$ cat config.mk
export PLATFORM = sky130hd
export DESIGN_NAME = pdm_demod_flat
export DESIGN_NICKNAME = d
export VERILOG_FILES = /design/src/rtl/pdm_demod_if.sv /design/src/rtl/pdm_demod.sv /design/src/flat_wrapper.sv
export SDC_FILE = /design/constraint.sdc
export NUM_CORES = 1
export LEC_CHECK = 0
export ABC_AREA = 1
export BUFFER_PORTS_ARGS = -buffer_cell sky130_fd_sc_hd__buf_2
export CORE_MARGIN = 2
export CORE_UTILIZATION = 55
export DETAILED_ROUTE_END_ITERATION = 7
export PLACE_DENSITY = 0.77
export SYNTH_ARGS = -nofsm -noshare
export SYNTH_HDL_FRONTEND = slang
export SYNTH_SLANG_ARGS = --single-unit
$ cat constraint.sdc
create_clock -name clk_in -period 1.9 [get_ports clk_in]
set_input_delay 0.19 -clock clk_in [delete_from_list [all_inputs] [get_ports clk_in]]
set_output_delay 0.19 -clock clk_in [all_outputs]
set_load 0.1 [all_outputs]
$ cat src/rtl/pdm_demod_if.sv
// Bundles the PDM input strobe/bit and the decimated sample output of pdm_demod.
// The master drives tick/pdm and consumes samples; pdm_demod attaches as slave.
interface pdm_demod_if #(
    parameter int OUT_W = 8
);
    logic                    tick_in;
    logic                    pdm_in;
    logic signed [OUT_W-1:0] sample_out;
    logic                    sample_valid_out;

    modport master (
        output tick_in,
        output pdm_in,
        input  sample_out,
        input  sample_valid_out
    );

    modport slave (
        input  tick_in,
        input  pdm_in,
        output sample_out,
        output sample_valid_out
    );
endinterface

$ cat src/rtl/pdm_demod.sv
// Boxcar PDM demodulator: counts ones over DECIM ticks and emits one signed sample per window.
// Optional PDM_DEMOD_AVG4_EN adds a 4-window moving average with one extra clock of latency.
module pdm_demod #(
    parameter int DECIM = 256,
    parameter int OUT_W = 8
) (
    input  logic        clk_in,
    input  logic        rst_in,
    pdm_demod_if.slave  bus
);
    localparam int CNT_W = $clog2(DECIM);
    localparam int RAW_W = CNT_W + 2;
    localparam int SHIFT = CNT_W + 1 - OUT_W;

    localparam logic [CNT_W-1:0]        LAST_TICK = CNT_W'(DECIM - 1);
    localparam logic signed [RAW_W-1:0] DECIM_V   = RAW_W'(DECIM);
    localparam logic signed [OUT_W-1:0] SAT_MAX   = {1'b0, {(OUT_W-1){1'b1}}};
    localparam logic signed [OUT_W-1:0] SAT_MIN   = {1'b1, {(OUT_W-1){1'b0}}};

    if ((DECIM < 2) || (DECIM > 4096) || ((1 << CNT_W) != DECIM) || (CNT_W < OUT_W - 1)) begin : g_param_check
        $error("pdm_demod: DECIM must be a power of two in 2..4096 with log2(DECIM) >= OUT_W-1");
    end

    // Floor-scale the ±DECIM raw value down to OUT_W+1 bits (range ±2^(OUT_W-1)).
    function automatic logic signed [OUT_W:0] scale_raw(input logic signed [RAW_W-1:0] raw);
        return (OUT_W+1)'(raw >>> SHIFT);
    endfunction

    function automatic logic signed [OUT_W-1:0] saturate(input logic signed [OUT_W:0] x);
        if (x[OUT_W] != x[OUT_W-1]) begin
            return x[OUT_W] ? SAT_MIN : SAT_MAX;
        end
        return x[OUT_W-1:0];
    endfunction

    // Stage p0: window counters and end-of-window sample computation
    logic [CNT_W-1:0]        tick_cnt_p0;
    logic [CNT_W:0]          ones_cnt_p0;
    logic [CNT_W:0]          ones_final_p0;
    logic signed [RAW_W-1:0] raw_p0;
    logic signed [OUT_W:0]   scaled_p0;
    logic                    win_end_p0;

    assign win_end_p0    = bus.tick_in && (tick_cnt_p0 == LAST_TICK);
    assign ones_final_p0 = ones_cnt_p0 + {{CNT_W{1'b0}}, bus.pdm_in};
    assign raw_p0        = $signed({ones_final_p0, 1'b0}) - DECIM_V;
    assign scaled_p0     = scale_raw(raw_p0);

    always_ff @(posedge clk_in or posedge rst_in) begin
        if (rst_in) begin
            tick_cnt_p0 <= '0;
            ones_cnt_p0 <= '0;
        end else if (bus.tick_in) begin
            if (win_end_p0) begin
                tick_cnt_p0 <= '0;
                ones_cnt_p0 <= '0;
            end else begin
                tick_cnt_p0 <= tick_cnt_p0 + CNT_W'(1);
                ones_cnt_p0 <= ones_final_p0;
            end
        end
    end

`ifdef PDM_DEMOD_AVG4_EN
    // Stage p1: history of unsaturated scaled values, newest in entry 0
    logic signed [OUT_W:0]   hist_p1 [4];
    logic                    vld_p1;
    logic signed [OUT_W+2:0] sum_p1;
    logic signed [OUT_W:0]   avg_p1;

    assign sum_p1 = (OUT_W+3)'(hist_p1[0]) + (OUT_W+3)'(hist_p1[1])
                  + (OUT_W+3)'(hist_p1[2]) + (OUT_W+3)'(hist_p1[3]);
    assign avg_p1 = (OUT_W+1)'(sum_p1 >>> 2);

    always_ff @(posedge clk_in or posedge rst_in) begin
        if (rst_in) begin
            for (int i = 0; i < 4; i++) begin
                hist_p1[i] <= '0;
            end
            vld_p1 <= 1'b0;
        end else begin
            vld_p1 <= win_end_p0;
            if (win_end_p0) begin
                hist_p1[0] <= scaled_p0;
                for (int i = 1; i < 4; i++) begin
                    hist_p1[i] <= hist_p1[i-1];
                end
            end
        end
    end

    // Stage p2: averaged, saturated output
    logic signed [OUT_W-1:0] sample_p2;
    logic                    vld_p2;

    always_ff @(posedge clk_in or posedge rst_in) begin
        if (rst_in) begin
            sample_p2 <= '0;
            vld_p2    <= 1'b0;
        end else begin
            vld_p2 <= vld_p1;
            if (vld_p1) begin
                sample_p2 <= saturate(avg_p1);
            end
        end
    end

    assign bus.sample_out       = sample_p2;
    assign bus.sample_valid_out = vld_p2;
`else
    // Stage p1: saturated output, registered on the window-ending tick edge
    logic signed [OUT_W-1:0] sample_p1;
    logic                    vld_p1;

    always_ff @(posedge clk_in or posedge rst_in) begin
        if (rst_in) begin
            sample_p1 <= '0;
            vld_p1    <= 1'b0;
        end else begin
            vld_p1 <= win_end_p0;
            if (win_end_p0) begin
                sample_p1 <= saturate(scaled_p0);
            end
        end
    end

    assign bus.sample_out       = sample_p1;
    assign bus.sample_valid_out = vld_p1;
`endif
endmodule
$ cat src/flat_wrapper.sv
// flat-port wrapper written by rule: the top's interface ports become plain ports
module pdm_demod_flat 
#(
    parameter int DECIM = 256,
    parameter int OUT_W = 8
)
  (clk_in, rst_in, bus_tick_in, bus_pdm_in, bus_sample_out, bus_sample_valid_out);
  pdm_demod_if #(.OUT_W(OUT_W)) bus_i ();
  input  logic clk_in;
  input  logic rst_in;
  input wire logic [$bits(bus_i.tick_in)-1:0] bus_tick_in;
  input wire logic [$bits(bus_i.pdm_in)-1:0] bus_pdm_in;
  output wire logic [$bits(bus_i.sample_out)-1:0] bus_sample_out;
  output wire logic [$bits(bus_i.sample_valid_out)-1:0] bus_sample_valid_out;
  assign bus_i.tick_in = bus_tick_in;
  assign bus_i.pdm_in = bus_pdm_in;
  assign bus_sample_out = bus_i.sample_out;
  assign bus_sample_valid_out = bus_i.sample_valid_out;
  pdm_demod #(.DECIM(DECIM), .OUT_W(OUT_W)) u_core (.clk_in(clk_in), .rst_in(rst_in), .bus(bus_i));
endmodule
---- Word level (Yosys, flattened, before mapping) ----
Index checks and enable logic that the tools add are counted.
cells by class
  add/sub/neg operators ................... 3
  $mul .................................... 0
  divide/modulo/power cells ............... 0
  $lt $le $gt $ge ......................... 0
  equal/unequal tests ..................... 2
  shift-type cells ........................ 0
  multiplexer cells ....................... 7
  bitwise logic cells ..................... 0
  reduce and logical (&&, ||, !) cells .... 1
operators by type and width
  kind                      number
  $mux W8                   4
  $sub A10 B10 Y10 const B  1
  $add A9 B1 Y9             1
  $mux W9                   1
  $add A8 B1 Y8 const B     1
  $eq A8 B8 Y1 const B      1
  $mux W1                   2
  $logic_and A1 B1 Y1       1
  $ne A1 B1 Y1              1
storage, ports and cells
  bits in registers ....................... 26
  latch bits .............................. 0
  bits in writable memories ............... 0
  memory bits (read-only) ................. 0
  input port bits ......................... 4
  output and inout port bits .............. 9
  logic and storage cells ................. 17
  memories ................................ 0

---- Logic depth before layout (Yosys ltp) ----
Gate-level depths: netlist of the first run.
  depth in word-level cells ............... 6
  mapped depth ............................ 11
  gate-level depth less buffers ........... 11

---- Worst setup path after synthesis of the first run ----
OpenSTA, ideal clock, no wires.
  kind .................................... register to register
  from .................................... register u_core.ones_cnt_p0[0]
  to ...................................... register u_core.sample_p1[0], in the netlist u_core.bus.sample_out[0]
  library setup time ...................... 0.120 ns
  arrival time ............................ 1.302 ns
  data required time ...................... 1.780 ns
  slack ................................... 0.478 ns
  cell stages (with the launch flop) ...... 12
  buffers on the path ..................... 0
  clock period less this slack ............ 1.422 ns
  cell sequence ........................... dfrtp_1 -> ha_1 -> ha_1 -> nand2_2 -> nor2_4 -> nand2_2 -> nand2_1 -> nand2_2 -> nand2_4 -> nand2_1 -> nand2_1 -> nand2_1
between the ends
  longest elaborated chain between the ends .. 6
RTL lines
  element                 RTL line          RTL
  from (decl)             pdm_demod.sv:38   logic [CNT_W:0] ones_cnt_p0;
  from (signal assigned)  pdm_demod.sv:59   ones_cnt_p0 <= ones_final_p0;
  $add A9 B1 Y9 (*)       pdm_demod.sv:45   assign ones_final_p0 = ones_cnt_p0 + {{CNT_W{1'b0}}, bus.pdm_in};
  $sub A10 B10 Y10 (*)    pdm_demod.sv:46   assign raw_p0 = $signed({ones_final_p0, 1'b0}) - DECIM_V;
  $ne A1 B1 Y1            pdm_demod.sv:30   if (x[OUT_W] != x[OUT_W-1]) begin
  $mux W1                 pdm_demod.sv:30
  $mux W1                 pdm_demod.sv:121  if (win_end_p0) begin
  $mux W8 (*)             pdm_demod.sv:33   return x[OUT_W-1:0];
  to (signal assigned)    pdm_demod.sv:122  sample_p1 <= saturate(scaled_p0);
  to (decl)               pdm_demod.sv:112  logic signed [OUT_W-1:0] sample_p1;
Every way passes the cells marked *; elsewhere a longest branch is shown, timed or not. The select of a mux whose other input is x is not followed.
A chain may end at the register's enable or synchronous reset.

---- Worst setup path in the final report of the first run ----
  from .................................... register u_core.ones_cnt_p0[0]
  to ...................................... register u_core.sample_p1[5], in the netlist u_core.bus.sample_out[5]
The elaborated chain is that of the path after synthesis.

==> results_dict.tcl, run 1 <==
set metrics [dict create \
    clock_skew_ns 0.00719 \
    r2r_cells 11 \
    crit_path_top_delay_cell "dfrtp_1" \
    rows 18 \
    path_clk_slew_ns 0.13 \
    yosysSeqAreaShare 0.461 \
    wl_per_cell_um 12.1 \
    hpwl_mm 2.10 \
    path_max_fanout 8 \
    worstMarginPinSlew_ns 0.488 \
    grt_use_met2 0.387 \
    endpoint_kind "flip-flop" \
    max-cap-violations 0 \
    drt_iter0_markers 15 \
    slew-limit-headroom 0.677 \
    numPortBuffers 12 \
    finalHoldViolations 0 \
    htree_levels 1 \
    routed_wl_mm 2.75 \
    cts_root_buf "clkbuf_4" \
    antenna_found_initial 0 \
    period_share 0.831 \
    fmax_mhz 633 \
    slowest_delay_ns 0.37 \
    final-max-slew-violation-count 0 \
    num-nets-final 205 \
    clk_latency_ns 0.31 \
    io-pin-count 13 \
    crit_chain "ha_1, ha_1, nand2_2, nor2_4, nand2_2, nand2_1, nand2_2, nand2_4, nand2_1, nand2_1, nand2_1" \
    status "completed" \
    tns_ns 0 \
    hold_path.startpoint "bus_tick_in" \
    combinationalPowerShare 0.380 \
    reg2reg_to "u_core.bus.sample_out[5]" \
    path_buf_inv 0 \
    finalSetupViolCount 0 \
    dieArea_sq_mm 0.00299 \
    avgViaCountPerCell 5.05 \
    cp.required_ns 2.11 \
    startpoint_type "flip-flop" \
    met1_usage 0.249 \
    gr-max-usage-layer "met2" \
    synth_area_sq_mm 0.00141 \
    p_switching_uw 713 \
    r2r-start "u_core.ones_cnt_p0[0]" \
    cts-buffers-inserted 3 \
    syn_to_final_growth_pct 9.40 \
    syn_avg_cell_area_sq_um 7.84 \
    rsz0062_at_grt "no" \
    ys.flop_type "dfrtp_1" \
    whs_path_depth 3 \
    grt_max_degree 27 \
    layout_common_cells "nand2_1 (75), dfrtp_1 (26), inv_1 (20), buf_2 (12)" \
    core-area_sq_mm 0.00245 \
    grt_pass1_wl_mm 4.46 \
    gr-usage-all-layers 0.211 \
    clock_path_buffers 2 \
    crit_path_frequent_cell "nand2_1" \
    power_leakage_uw 0.000899 \
    power.density_mw_per_mm2 1080 \
    ys_ff_latch 26 \
    syn_inst 180 \
    die_height_um 54.7 \
    preCtsSetupSlack_ns 0.332 \
    drc 0 \
    gp_congestion 0.899 \
    async_flop_share 1.00 \
    finalWorstPathRequiredPeriod_ns 1.58 \
    yosys_warnings 0 \
    hold_class "primary input to flip-flop" \
    synth_enable_flop_cells 0 \
    die_x_um 54.7 \
    firstDrtPassIters 4 \
    cts_tree "yes" \
    p_int_uw 952 \
    fin_util 0.629 \
    pwr-share-clk 0.136 \
    max-vdd-ir-drop_v 0.000934 \
    r2r_slack_ns 0.32 \
    arrival_ns 1.79 \
    clkSinkCount 26 \
    overflow 0 \
    fin_ws_ns 0.321 \
    ant_nets 0 \
    n_antenna_cell 0 \
    drive_gt1_frac 0.184 \
    seqPwrFrac 0.484 \
    syn_nets 187 \
    grt_pass1_vias 1084 \
    path_delay_family "simple AND/OR/NAND/NOR gates" \
    routed-via-count 1142 \
    swShare 0.428 \
    gr-usage-met3 0.0246 \
    worst_hold_path.endpoint "u_core.tick_cnt_p0[1]" \
    post_cts_buffers 0 \
    synth.distinct_cells 22 \
    initial_core_util 0.575 \
    critPathKind "flip-flop to flip-flop" \
    final_common_cell "nand2_1" \
]
==> cells in the mapped netlist, types with 2 or more instances <==
| cell type | number | area share |
|---|---|---|
| dfrtp_1 | 26 | 0.46 |
| ha_1 | 3 | 0.027 |
| inv_1 | 20 | 0.053 |
| inv_2 | 3 | 0.0080 |
| nand2_1 | 75 | 0.20 |
| nand2_2 | 7 | 0.031 |
| nand2_4 | 2 | 0.016 |
| nand3_1 | 8 | 0.028 |
| nand3_2 | 2 | 0.014 |
| nand4_1 | 2 | 0.0089 |
| nor2_1 | 8 | 0.021 |
| nor2_4 | 3 | 0.024 |
| o21ai_0 | 4 | 0.014 |
| o21ai_1 | 4 | 0.014 |
| o22ai_1 | 2 | 0.0089 |
| xor2_1 | 5 | 0.031 |
==> metrics by stage <==
stage | power (uW) | hold WS [ns] | cell area [sq um] | cells
final | 1660 | 0.217 | 1540 | 226
after CTS | 1680 | 0.199 | 1540 | 226
after floorplan | 1320 | 0.230 | 1410 | 180
after detailed placement | 1450 | 0.264 | 1510 | 222
after global routing | 1800 | 0.235 | 1540 | 226
after global placement | 1430 | 0.249 | 1510 | 222
==> state kept, by name, indices dropped and copies added, names as in the netlist <==
name	flops
u_core.bus.sample_valid_out	1
u_core.bus.sample_out	8
u_core.ones_cnt_p0	9
u_core.tick_cnt_p0	8
==> cell families (layout without fill, tap and decap cells) <==
group,after synthesis,count (layout),synth area share
simple gates,110,110,0.369
xor+xnor,5,5,0.0310
compound gates,11,11,0.0408
flops,26,26,0.461
fa+ha+maj,3,3,0.0266
buf+inv,24,40,0.0647
mux,1,1,0.00709
==> per-layer routing <==
layer / wire length [um] / up-vias / share of wire
met1: 1230 / 538 / 0.45
met4: 35 / 0 / 0.013
met2: 1420 / 15 / 0.52
li1: - / 585 / -
met3: 57 / 4 / 0.021
met5: 0 / - / 0
==> power by group through the flow <==
| stage | clock [uW] | combinational [uW] | sequential (uW) |
|---|---|---|---|
| 2_1_floorplan | 0 | 405 | 916 |
| 3_3_place_gp | 0 | 614 | 811 |
| 3_5_place_dp | 0 | 633 | 819 |
| 4_1_cts | 237 | 638 | 807 |
| 5_1_grt | 251 | 720 | 826 |
| 6_report | 226 | 633 | 807 |
==> how the worst max path moves through the flow <==
stage / from / endpoint / slack (ns) / cells after the start
after global routing: u_core.tick_cnt_p0[0] / u_core.bus.sample_out[4] / 0.16 / 8
after detailed placement: u_core.ones_cnt_p0[0] / u_core.bus.sample_out[5] / 0.33 / 11
after floorplan: u_core.ones_cnt_p0[0] / u_core.bus.sample_out[0] / 0.48 / 11
after global placement: u_core.ones_cnt_p0[0] / u_core.bus.sample_out[4] / 0.41 / 11
final: u_core.ones_cnt_p0[0] / u_core.bus.sample_out[5] / 0.32 / 11
after CTS: u_core.ones_cnt_p0[0] / u_core.bus.sample_out[5] / 0.31 / 11
==> worst register-to-register path, delay by kind of cell (launching register included) <==
| family | cells | cell delay [ns] |
|---|---|---|
| fa+ha+maj | 2 | 0.39 |
| flops | 1 | 0.37 |
| simple gates | 9 | 0.73 |
==> what timing repair did <==
| action | 4_1_cts | 5_1_grt |
|---|---|---|
| resized for setup | 0 | 0 |
| endpoints found under the hold margin | 26 | 0 |
| hold buffers | 1 | 0 |
==> final cells by class <==
class | instances | area (sq um)
clock buffers | 3 | 22.5
fillers | 230 | 911
inverters | 23 | 86.3
multi-input cells | 130 | 669
flip-flops and latches | 26 | 651
well taps | 30 | 37.5
repair buffers | 14 | 77.6
No activity file was read; power rests on OpenSTA's default activity.
==> run 2, diff against run 1 <==
ABC_AREA = 0   (was 1)
CORE_UTILIZATION = 53   (was 55)
clock period = 1.3 ns   (was 1.9 ns; I/O delays follow)
==> run 2 against run 1 <==
  * The flow now finishes with violations (negative setup slack)
  * Cell count is 10% higher
  * First-iteration DRC count grew to 7.5 times the previous value
  * Register-to-register slack worse by 0.79 ns
  * Setup slack worse by 0.79 ns
  * Synthesized cell count is 13% lower
  * Routed wire length is 120% higher
  * Power is 100% higher
  * Largest power group is now combinational logic
==> results_dict.tcl, run 2 <==
set metrics [dict create \
    path_max_fanout 6 \
    slew-limit-headroom 0.674 \
    dpl-instance-area_sq_mm 0.00194 \
    ys.flop_type "dfrtp_1" \
    synth_area_sq_mm 0.00155 \
    wl_per_cell_um 24.3 \
    ant_nets 0 \
    drc 0 \
    syn_nets 164 \
    critPathKind "flip-flop to flip-flop" \
    layout_common_cells "buf_4 (47), dfrtp_1 (26), buf_6 (9), clkbuf_4 (8)" \
    yosys-top-cells-count "dfrtp_1 (26), nor2_1 (12), nand2_1 (8), o21ai_1 (8)" \
    grt_max_degree 27 \
    clkSinkCount 26 \
    crit_end "u_core.bus.sample_out[1]" \
    drive_gt1_frac 0.541 \
    hold_class "primary input to flip-flop" \
    fmax_mhz 564 \
    max-cap-violations 0 \
    routed-via-count 1705 \
    crit_path_top_delay_cell "dfrtp_1" \
    yosysSeqAreaShare 0.420 \
    crit_path_frequent_cell "ha_4" \
    top_register "u_core.ones_cnt_p0" \
    io-pin-count 13 \
    violations "negative setup slack" \
    clock_skew_ns 0.00794 \
    synth_top_area_cell "dfrtp_1" \
    status "complete, but fails checks" \
    r2r_cells 7 \
    gr-usage-all-layers 0.302 \
    design_area_sq_mm 0.00232 \
    tns_ns -6.91 \
    finalSetupViolCount 26 \
    cts_tree "yes" \
    yosys_warnings 0 \
    overflow 0 \
    synthMuxAreaShare 0.0218 \
    rows 19 \
    synth_enable_flop_cells 0 \
    grt_pass1_vias 1590 \
    routed_wl_mm 6.04 \
    cts_root_buf "clkbuf_4" \
    syn_avg_cell_area_sq_um 9.87 \
    largest_reg_flops 9 \
    fin_util 0.843 \
    r2r_slack_ns -0.47 \
    core-area_sq_mm 0.00276 \
    die_height_um 58.1 \
    final_common_cell "buf_4" \
    n_antenna_cell 0 \
    period_share 1.36 \
    r2r-start "u_core.ones_cnt_p0[0]" \
    synthAdderAreaFrac 0.0242 \
    finalHoldViolations 0 \
    cts-buffers-inserted 3 \
    dieArea_sq_mm 0.00337 \
    rsz0062_at_grt "yes" \
    synth_simple_gate_area_frac 0.195 \
    power.density_mw_per_mm2 1440 \
    die_x_um 58.1 \
    power_leakage_uw 0.00108 \
    endpoint_kind "flip-flop" \
    synth-compound-area-share 0.229 \
    max-vdd-ir-drop_v 0.00198 \
    drt_iter0_markers 112 \
    ys_ff_latch 26 \
    path_clk_slew_ns 0.17 \
    synth.distinct_cells 50 \
    avgViaCountPerCell 6.85 \
    whs_ns 0.234 \
    gp_congestion 0.935 \
    grt_pass1_wl_mm 7.58 \
    slowest_delay_ns 0.45 \
    antenna_found_initial 0 \
    finalWorstPathRequiredPeriod_ns 1.77 \
    initial_core_util 0.562 \
    cp.required_ns 1.56 \
    final-max-slew-violation-count 0 \
    crit_chain "ha_4, ha_4, nand4_4, o21ai_2, buf_4, nand3_1, a31oi_1" \
    clock_path_buffers 2 \
    firstDrtPassIters 6 \
    syn_to_final_growth_pct 50.1 \
    worstMarginPinSlew_ns 0.492 \
    fin_ws_ns -0.472 \
    clk_latency_ns 0.35 \
    netlist.area_leader.share 0.420 \
    reg2reg_to "u_core.bus.sample_out[1]" \
    synth_most_common_cell "dfrtp_1" \
    worstSetupStartpoint "u_core.ones_cnt_p0[0]" \
    synth_top_family_by_area "compound AO/OA/AOI/OAI gates" \
    async_flop_share 1.00 \
    num-nets-final 226 \
    synth_xor_area_frac 0.0339 \
    arrival_ns 2.03 \
    htree_levels 1 \
    startpoint_type "flip-flop" \
    hpwl_mm 2.82 \
    syn_inst 157 \
    numPortBuffers 12 \
    ys_top_cells_by_area "dfrtp_1 (42%), a22o_1 (4.0%), nor2_1 (2.9%)" \
]
## run 2: worst max-delay path: cells and delay by family (launching register included)
family | cells | cell delay, ns
adders and majority gates | 2 | 0.40
and+or+nand+nor | 2 | 0.22
buffers and inverters | 1 | 0.16
AOI/OAI and AO/OA | 2 | 0.45
DFF | 1 | 0.45
## run 2: area by class of cell
cell class,count,area (sq um)
well taps,31,38.8
inverters,6,35.0
fillers,112,433
multi-input cells,112,990
repair inverters,1,11.3
flip-flops and latches,26,651
repair buffers,69,547
clock inverters,1,30.0
clock buffers,3,22.5
## run 2: power by group
| group | switching [uW] | leakage (uW) | internal, uW |
|---|---|---|---|
| logic | 740 | 0.000709 | 843 |
| registers | 197 | 0.000339 | 977 |
| clock network | 290 | 0.0000279 | 312 |
## run 2: per-layer routing
metal	global-route usage	vias up	share of wire
met5	0	-	0
met4	0.133	0	0.058
met3	0.0379	47	0.098
met2	0.531	149	0.48
met1	0.371	813	0.36
li1	-	696	-
## run 2: how the worst min path moves through the flow
stage,from,endpoint,slack (ns),cells past startpoint
after detailed placement,rst_in,u_core.bus.sample_valid_out,0.21,3
after global placement,rst_in,u_core.bus.sample_valid_out,0.19,3
after floorplan,rst_in,u_core.bus.sample_out[0],0.17,1
final,bus_tick_in,u_core.tick_cnt_p0[1],0.23,3
after global routing,bus_tick_in,u_core.tick_cnt_p0[1],0.23,3
after CTS,bus_tick_in,u_core.tick_cnt_p0[0],0.21,3
## run 2: through the flow
step	total power, uW	setup WS [ns]	cells
finish	3360	-0.472	249
global route	3470	-0.542	249
CTS	2910	-0.320	240
detailed placement	2240	-0.341	228
global placement	2160	-0.256	228
floorplan	1780	-0.296	157
## run 2: logic make-up (layout without fill, tap and decap cells)
logic type / count (synthesis) / count (layout)
xor gates and xnor gates: 6 / 6
AOI/OAI and AO/OA: 49 / 49
adders and majority gates: 3 / 3
buffers and inverters: 19 / 80
and+or+nand+nor: 51 / 51
DFF: 26 / 26
muxes: 3 / 3
## run 2: what timing repair did
action                                 in CTS  in global routing
hold buffers                                1                  0
cloned                                      1                  0
pin swaps                                  15                 12
resized for setup                          24                 28
setup endpoints to repair                  21                 28
buffers inserted                            6                 11
endpoints found under the hold margin      26                  0
==> run 3, diff against run 2 <==
SETUP_SLACK_MARGIN = 0.2   (was unset)
==> run 3 against run 2 <==
  * The run still ends with negative setup slack left
  * Power is 1.5% higher
  * Combinational power hardly changed
  * Clock skew is 0.0083 ns higher
  * Hold slack better by 0.00081 ns
  * Core utilization is 6.2 points higher
  * Register-to-register slack worse by 0.14 ns
  * First-iteration DRC count is 89% higher
  * Maximum frequency is 7.4% lower
  * Sequential cell count stayed put
  * Largest power group unchanged
==> results_dict.tcl, run 3 (synthesis gave the netlist of run 2 again) <==
set metrics [dict create \
    status "complete, but fails checks" \
    violations "negative setup slack" \
    fin_ws_ns -0.613 \
    max-cap-violations 0 \
    rows 19 \
    power_leakage_uw 0.00112 \
    fin_util 0.905 \
    overflow 0 \
    path_delay_family "simple AND/OR/NAND/NOR gates" \
    path_clk_slew_ns 0.17 \
    fill_cells 96 \
    placed_cells 226 \
    crit_end "u_core.bus.sample_out[1]" \
    startpoint_type "flip-flop" \
    ant_nets 0 \
    final-max-slew-violation-count 0 \
    firstDrtPassIters 5 \
    grt_pass1_vias 1691 \
    largest_reg_flops 9 \
    num-nets-final 226 \
    crit_chain "ha_2, nand4_1, or2_4, clkinv_8, buf_8, nor2_1, a31oi_1" \
    clock_skew_ns 0.0162 \
    wl_per_cell_um 29.8 \
    worstMarginPinSlew_ns 0.524 \
    rsz0062_at_grt "yes" \
    seqCellArea_sq_um 653 \
    endpoint_kind "flip-flop" \
    die_x_um 58.1 \
    top_register "u_core.ones_cnt_p0" \
    arrival_ns 2.17 \
    drt_iter0_markers 212 \
    critPathKind "flip-flop to flip-flop" \
    clkSinkCount 26 \
    hold_class "primary input to flip-flop" \
    cts-buffers-inserted 3 \
    period_share 1.47 \
    final_common_cell "buf_4" \
    crit_path_top_delay_cell "dfrtp_1" \
    max-vdd-ir-drop_v 0.00159 \
    critical_path_depth 7 \
    routed_wl_mm 7.43 \
    antenna_found_initial 0 \
    die_height_um 58.1 \
    slew-limit-headroom 0.651 \
    multi_input_area_sq_mm 0.00104 \
    reg2reg_to "u_core.bus.sample_out[1]" \
    path_buf_inv 2 \
    cts_root_buf "clkbuf_4" \
    clk_latency_ns 0.35 \
    finalSetupViolCount 24 \
    drive_gt1_frac 0.606 \
    io-pin-count 13 \
    finalHoldViolations 0 \
    clock_path_buffers 2 \
    worstSetupStartpoint "u_core.tick_cnt_p0[1]" \
    r2r_slack_ns -0.61 \
    initial_core_util 0.562 \
    gr-usage-all-layers 0.382 \
    stdcell_count 249 \
    finalWorstPathRequiredPeriod_ns 1.91 \
    fmax_mhz 523 \
    path_max_fanout 9 \
    numPortBuffers 12 \
    grt_max_degree 27 \
    r2r-start "u_core.tick_cnt_p0[1]" \
    avgViaCountPerCell 7.66 \
    layout_common_cells "buf_4 (45), dfrtp_1 (24), buf_6 (10), o21ai_2 (8), buf_12 (8)" \
    htree_levels 1 \
    cts_tree "yes" \
    grt_pass1_wl_mm 9.47 \
    routed-via-count 1908 \
    hpwl_mm 2.89 \
    core-area_sq_mm 0.00276 \
    gp_congestion 0.991 \
    n_antenna_cell 0 \
    cp.required_ns 1.56 \
    syn_to_final_growth_pct 61.1 \
    dieArea_sq_mm 0.00337 \
    drc 0 \
    slowest_delay_ns 0.42 \
    power.density_mw_per_mm2 1370 \
    r2r_cells 7 \
]
## run 3: cell count changes in the layout (fill, tap and decap cells not counted), moves of 2 or more
cell      delta
clkbuf_4     -5
dfrtp_1      -2
o21ai_2      +3
buf_4        -2
buf_12       +8
nor2_2       +2
nor2_4       -2
dfrtp_2      +2
o21ai_1      -3
buf_2        -3
## run 3: routing by layer
| metal | global-route usage | vias up | wire, um | part of all wire |
|---|---|---|---|---|
| met3 | 0.0759 | 79 | 962 | 0.13 |
| met4 | 0.0963 | 0 | 582 | 0.078 |
| met2 | 0.619 | 232 | 3210 | 0.43 |
| met5 | 0 | - | 0 | 0 |
| met1 | 0.529 | 897 | 2680 | 0.36 |
| li1 | - | 700 | - | - |
## run 3: where the power goes
part	internal (uW)	switching (uW)	leakage (uW)
Combinational	791	789	0.000759
Clock	312	289	0.0000279
Sequential	979	248	0.000336
Total	2080	1330	0.00112
## run 3: cell type report
class / instances / share of cell area
clock buffer: 3 / 0.00902
clock inverter: 1 / 0.0120
inverter: 6 / 0.0140
multi-input combinational: 112 / 0.418
sequential: 26 / 0.262
tap: 31 / 0.0155
timing repair buffer: 69 / 0.267
timing repair inverter: 1 / 0.00351
## run 3: worst min path at each step
stage                            from                           to  slack [ns]  cells after the start
after global routing      bus_tick_in        u_core.tick_cnt_p0[2]        0.23                      4
after CTS                 bus_tick_in        u_core.tick_cnt_p0[1]        0.19                      3
final                     bus_tick_in        u_core.tick_cnt_p0[2]        0.23                      4
after global placement         rst_in  u_core.bus.sample_valid_out        0.19                      3
after floorplan                rst_in     u_core.bus.sample_out[0]        0.17                      1
after detailed placement       rst_in     u_core.bus.sample_out[5]        0.20                      3
## run 3: worst register-to-register path, stage by stage, from the launching register on
cell and delay, ns:
dfrtp_1 0.42, ha_2 0.20, nand4_1 0.24, or2_4 0.40, clkinv_8 0.09, buf_8 0.14
nor2_1 0.08, a31oi_1 0.26
## run 3: timing repair
action,CTS,global route
hold endpoints to repair,26,0
hold buffers,1,0
setup endpoints to repair,32,34
setup buffers,10,7
gates cloned,1,0
pin swaps,25,8
gates resized for setup,67,26
## run 3: metrics by stage
stage                     instance area [sq um]  hold slack [ns]  setup slack [ns]  total power [uW]  TNS [ns]
final                                      2500            0.234            -0.613              3410     -9.94
after global routing                       2500            0.226            -0.713              3460    -10.50
after CTS                                  2340            0.190            -0.349              3030     -4.32
after detailed placement                   1930            0.203            -0.360              2260     -4.93
after global placement                     1930            0.191            -0.269              2160     -3.77
after floorplan                            1640            0.170            -0.296              1790     -4.00
